$ cat src/rtl/regfile_pkg.sv
// Shared constants for the 8x16 register file and its write-back path.
// Widths and the hard-wired zero register live here so every block agrees on them.
package regfile_pkg;

   localparam int DATA_W        = 16;
   localparam int REG_AW        = 3;
   localparam int NUM_REGS      = 2 ** REG_AW;
   localparam int ZERO_REG      = 0;
   localparam int WB_FIFO_DEPTH = 2;

endpackage

$ cat src/rtl/wb_fifo.sv
// Small synchronous FIFO holding ALU results that lost write-port arbitration.
// Push and pop may happen in the same cycle, including when full.
module wb_fifo #(
   parameter int WIDTH = 19,
   parameter int DEPTH = 2
) (
   input  logic             clk,
   input  logic             rst_n,
   input  logic             push,
   input  logic [WIDTH-1:0] push_data,
   input  logic             pop,
   output logic             full,
   output logic             empty,
   output logic [WIDTH-1:0] head
);

   localparam int PW = $clog2(DEPTH);

   logic [WIDTH-1:0] mem [DEPTH];
   logic [PW:0]      wr_ptr;
   logic [PW:0]      rd_ptr;

   // Pointers carry one extra wrap bit so full and empty are distinguishable.
   assign empty = (wr_ptr == rd_ptr);
   assign full  = (wr_ptr[PW] != rd_ptr[PW]) && (wr_ptr[PW-1:0] == rd_ptr[PW-1:0]);
   assign head  = mem[rd_ptr[PW-1:0]];

   always_ff @(posedge clk or negedge rst_n) begin
      if (!rst_n) begin
         wr_ptr <= '0;
         rd_ptr <= '0;
      end else begin
         if (push) wr_ptr <= wr_ptr + (PW+1)'(1);
         if (pop)  rd_ptr <= rd_ptr + (PW+1)'(1);
      end
   end

   always_ff @(posedge clk) begin
      if (push) mem[wr_ptr[PW-1:0]] <= push_data;
   end

endmodule

$ cat src/rtl/writeback_unit.sv
// Write side of the register file: arbitrates load returns, buffered and direct ALU
// results onto one registered write port, and tracks registers with a load in flight.
module writeback_unit
   import regfile_pkg::*;
#(
   parameter int DATA_W     = regfile_pkg::DATA_W,
   parameter int REG_AW     = regfile_pkg::REG_AW,
   parameter int FIFO_DEPTH = regfile_pkg::WB_FIFO_DEPTH
) (
   input  logic              clk,
   input  logic              i_Rst_n,
   input  logic              i_Alu_Valid,
   input  logic [REG_AW-1:0] i_Alu_Rd,
   input  logic [DATA_W-1:0] i_Alu_Data,
   output logic              o_Alu_Ready,
   input  logic              i_Ld_Valid,
   input  logic [REG_AW-1:0] i_Ld_Rd,
   input  logic [DATA_W-1:0] i_Ld_Data,
   input  logic              i_Issue_Ld,
   input  logic [REG_AW-1:0] i_Issue_Rd,
   input  logic [REG_AW-1:0] i_Rs,
   input  logic [REG_AW-1:0] i_Rt,
   input  logic [REG_AW-1:0] i_Rd,
   output logic              o_Hazard,
   output logic              o_Sig_RegWrite,
   output logic [REG_AW-1:0] o_Write_Register,
   output logic [DATA_W-1:0] o_Write_Data,
   output logic              o_Spurious
);

   localparam int ENTRY_W = REG_AW + DATA_W;
   localparam int NREGS   = 2 ** REG_AW;
   localparam logic [REG_AW-1:0] ZERO_RD = REG_AW'(ZERO_REG);

   logic               fifo_full;
   logic               fifo_empty;
   logic               fifo_push;
   logic               fifo_pop;
   logic [ENTRY_W-1:0] fifo_head;

   logic               alu_accept;
   logic               win_valid;
   logic [REG_AW-1:0]  win_rd;
   logic [DATA_W-1:0]  win_data;
   logic               win_writes;

   logic [NREGS-1:0]   pending;
   logic [NREGS-1:0]   pending_nxt;

   wb_fifo #(
      .WIDTH (ENTRY_W),
      .DEPTH (FIFO_DEPTH)
   ) u_fifo (
      .clk       (clk),
      .rst_n     (i_Rst_n),
      .push      (fifo_push),
      .push_data ({i_Alu_Rd, i_Alu_Data}),
      .pop       (fifo_pop),
      .full      (fifo_full),
      .empty     (fifo_empty),
      .head      (fifo_head)
   );

   // ALU handshake: a result transfers in any cycle where i_Alu_Valid and o_Alu_Ready
   // are both high; o_Alu_Ready never depends on i_Alu_Valid. Loads have no backpressure.
   always_comb begin
      fifo_pop    = !i_Ld_Valid && !fifo_empty;
      o_Alu_Ready = !fifo_full || fifo_pop;
      alu_accept  = i_Alu_Valid && o_Alu_Ready;
      win_valid   = 1'b0;
      win_rd      = '0;
      win_data    = '0;
      fifo_push   = 1'b0;
      if (i_Ld_Valid) begin
         win_valid = 1'b1;
         win_rd    = i_Ld_Rd;
         win_data  = i_Ld_Data;
         fifo_push = alu_accept;
      end else if (!fifo_empty) begin
         win_valid          = 1'b1;
         {win_rd, win_data} = fifo_head;
         fifo_push          = alu_accept;
      end else begin
         // Bypass: nothing older is waiting, so the ALU result goes straight out.
         win_valid = i_Alu_Valid;
         win_rd    = i_Alu_Rd;
         win_data  = i_Alu_Data;
      end
      win_writes = win_valid && (win_rd != ZERO_RD);
   end

   // A new issue to the same register outranks a return landing in the same cycle.
   always_comb begin
      pending_nxt = pending;
      if (i_Ld_Valid) pending_nxt[i_Ld_Rd] = 1'b0;
      if (i_Issue_Ld && (i_Issue_Rd != ZERO_RD)) pending_nxt[i_Issue_Rd] = 1'b1;
   end

   always_ff @(posedge clk or negedge i_Rst_n) begin
      if (!i_Rst_n) begin
         o_Sig_RegWrite   <= 1'b0;
         o_Write_Register <= '0;
         o_Write_Data     <= '0;
         o_Spurious       <= 1'b0;
         pending          <= '0;
      end else begin
         o_Sig_RegWrite <= win_writes;
         if (win_writes) begin
            o_Write_Register <= win_rd;
            o_Write_Data     <= win_data;
         end
         o_Spurious <= i_Ld_Valid && !pending[i_Ld_Rd];
         pending    <= pending_nxt;
      end
   end

   assign o_Hazard = pending[i_Rs] || pending[i_Rt] || pending[i_Rd];

endmodule

$ cat config.mk
export PLATFORM = sky130hd
export DESIGN_NAME = writeback_unit
export DESIGN_NICKNAME = d
export VERILOG_FILES = /design/src/rtl/regfile_pkg.sv /design/src/rtl/wb_fifo.sv /design/src/rtl/writeback_unit.sv
export SDC_FILE = /design/constraint.sdc
export NUM_CORES = 1
export LEC_CHECK = 0
export CAP_MARGIN = 20
export CORE_ASPECT_RATIO = 1.5
export CORE_UTILIZATION = 54
export CTS_CLUSTER_SIZE = 14
export DETAILED_ROUTE_END_ITERATION = 8
export PLACE_DENSITY = 0.85
export SLEW_MARGIN = 10
export SYNTH_ARGS = -nofsm -noshare
export SYNTH_HDL_FRONTEND = slang
export SYNTH_SLANG_ARGS = --single-unit
$ cat constraint.sdc
create_clock -name clk -period 5.2 [get_ports clk]
set_input_delay 1.04 -clock clk [delete_from_list [all_inputs] [get_ports clk]]
set_output_delay 1.04 -clock clk [all_outputs]
set_load 0.02 [all_outputs]
==> qor.yml <==
grt-ovfl-total: 0
die_area_sq_um: 6602
rows: 35
fin_nets: 395
netlist_area_sq_um: 3388
crit_path_max_fanout: 2
cts.sinks: 71
hold_ws_ns: 0.5093
vdd_drop_max_v: 0.0004558
postCtsHoldBufs: 0
wl_per_cell_um: 18.40
worstHoldPathCells: 2
synthCells: 263
wl_met2_um: 4249
synth_largest_area_cell: "edfxtp_1"
cpMostUsedCell: "clkdlybuf4s50_1"
dominantRegCellSynth: "edfxtp_1"
dpl-instance-area_sq_um: 4202
cts_buffer_depth: 2
rsz0062_at_grt: "false"
hold_violations: 0
intPower_w: 0.001661
synth_area_leaders: "edfxtp_1, dfrtp_1, o21ai_0, mux2i_1, mux4_2"
power.leakage_nw: 1.726
antenna_found_initial: 0
pwr-share-clk_pct: 19.6
cts_max_level: 3
cts_tree: "built"
postCtsSetupBuffers: 0
avgSynthCellArea_sq_um: 12.88
clk_latency_ns: 0.34
vias: 2415
wl_met3_um: 430
syn_to_final_growth_pct: 31.28
grt_usage_pct: 25.69
clkSlewWorstSetupHoldPaths_ns: 0.07
maxSlewViolCount: 0
finalSetupTns_ns: 0
fp.dieH_um: 99.02
cp_cell_sequence: "clkdlybuf4s50_1 -> mux4_2 -> mux2i_1 -> nand3_1 -> clkdlybuf4s50_1"
power.net_switching_w: 0.0009566
finalWirelength_um: 7708
grt_max_degree: 34
start_kind: "input port"
drt_iter0_markers: 114
comb_power_share_pct: 45.2
max-cap-violations: 0
yosysTopAreaCellShare_pct: 33.68
yosysMostFrequentCell: "o21ai_0"
max_freq_mhz: 255.1
die_w_um: 66.68
swShare_pct: 36.54
drive_above_1_share_pct: 15.65
seq_area_frac_synth_pct: 58.05
viasPerCell: 5.764
stdcell_count: 419
cts_root_buf: "clkbuf_8"
clock_skew_ns: 0.006641
start_util_pct: 55.66
placed_cells: 402
finalSetupViolations: 0
ys_async_sr_fraction_pct: 46.48
drc_errors: 0
drtPass1Iterations: 4
drt-met1-wl_um: 2885
cts_buffers: 9
cp-end-kind: "output port"
critical_path_class: "input port to output port"
grt_pass1_vias: 2623
crit_arrival_ns: 2.88
final_area_sq_um: 4448
core_sq_um: 6087
post_cts_resized: 0
ys_ff_latch: 71
ys_types: 29
grt_pass1_wl_um: 12410
fin_crit_sh_pct: 75.38
synth-edff-count: 38
yosysWarningCount: 0
reg2reg_depth: 6
post-route-min-period_ns: 3.920
hold_class: "flip-flop to flip-flop"
slew_headroom_pct: 47.74
synth_commonest_cells: "o21ai_0, edfxtp_1, dfrtp_1, nand2_1, mux2i_1"
port_buffers: 77
critPathSlowestCell: "clkdlybuf4s50_1"
antenna_cells: 0
power_frac_seq_pct: 35.2
pin_count: 78
crit_required_ns: 4.16
slowest_delay_ns: 0.54
p_per_area_nw_per_um2: 588.6
dp_hpwl_um: 5283
mappedNetlistNets: 318
place_congestion: 0.8230
final_antenna_net_count: 0
status: "completed"
tightest_slew_ns: 0.7840
maxUsedRoutingLayer: "met4"
-- per-layer routing --
| metal | vias up | global-route usage, % |
|---|---|---|
| met5 | - | 0 |
| met4 | 0 | 10.80 |
| met3 | 14 | 6.481 |
| met2 | 90 | 44.68 |
| met1 | 1183 | 29.12 |
| li1 | 1128 | - |
-- area by class of cell --
class	count	area, sq um
Clock buffer	9	123.9
Clock inverter	7	111.4
Fill cell	393	1639
Inverter	1	3.754
Multi-Input combinational cell	174	1335
Sequential cell	71	1967
Tap cell	74	92.59
Timing Repair Buffer	83	814.5
-- power groups by stage --
stage	combinational [W]	sequential (W)	clock (W)
floorplan	0.000691	0.000996	0
global placement	0.00114	0.000917	0
detailed placement	0.00117	0.000928	0
CTS	0.00118	0.000919	0.000521
global route	0.00127	0.000939	0.000544
finish	0.00118	0.000921	0.000513
-- flip-flops by register name (all words and copies together), names as in the netlist --
register / cells
o_Spurious: 1
o_Sig_RegWrite: 1
u_fifo.rd_ptr: 2
o_Write_Data: 16
pending: 8
u_fifo.mem: 38
u_fifo.wr_ptr: 2
o_Write_Register: 3
-- path summary, 6_finish.rpt --
path	startpoint	slack (ns)	to
setup / recovery	i_Rs[0]	1.28	o_Hazard
hold / removal	o_Write_Register[2]	0.51	o_Write_Register[2]
setup reg to reg	u_fifo.wr_ptr[0]	2.30	o_Write_Data[12]
hold reg to reg	o_Write_Register[2]	0.51	o_Write_Register[2]
max in group asynchronous	i_Rst_n	3.92	o_Write_Data[13]
min in group asynchronous	i_Rst_n	0.78	o_Write_Data[3]
-- cell usage in the layout, fill, tap and decap left out, types with 4 or more instances in the layout --
| cell type | instances |
|---|---|
| clkdlybuf4s50_1 | 76 |
| mux2_4 | 9 |
| nand2_1 | 25 |
| nand2b_1 | 7 |
| mux2_2 | 7 |
| dfrtp_1 | 33 |
| edfxtp_1 | 38 |
| nand3_1 | 5 |
| buf_4 | 5 |
| o21ai_0 | 61 |
| mux4_2 | 8 |
| mux2i_1 | 23 |
| xor2_1 | 4 |
| xnor2_1 | 4 |
| clkbuf_8 | 9 |
-- through the flow --
step                      utilization (%)  power, W  worst slack (ns)
final                               73.07  0.002618             1.280
after floorplan                         -  0.001687             2.048
after detailed placement            69.02  0.002098             1.289
after global routing                73.07  0.002757             1.226
after CTS                           72.89  0.002617             1.274
after global placement              69.02  0.002059             1.334
-- cells by family (layout without fill, tap and decap cells) --
kind of cell / after synthesis / in the layout / share of synthesized area, %
muxes: 47 / 47 / 18.43
AOI/OAI and AO/OA: 69 / 69 / 11.26
xor gates and xnor gates: 9 / 9 / 2.548
and+or+nand+nor: 49 / 49 / 7.016
DFF: 71 / 71 / 58.05
buffers and inverters: 18 / 100 / 2.695
-- critical path: cells and delay by family --
family | cells | cell delay (ns)
multiplexers | 2 | 0.68
buffers and inverters | 2 | 1.07
AND/OR/NAND/NOR | 1 | 0.09
Note: power is estimated with default switching activity, not from simulation.
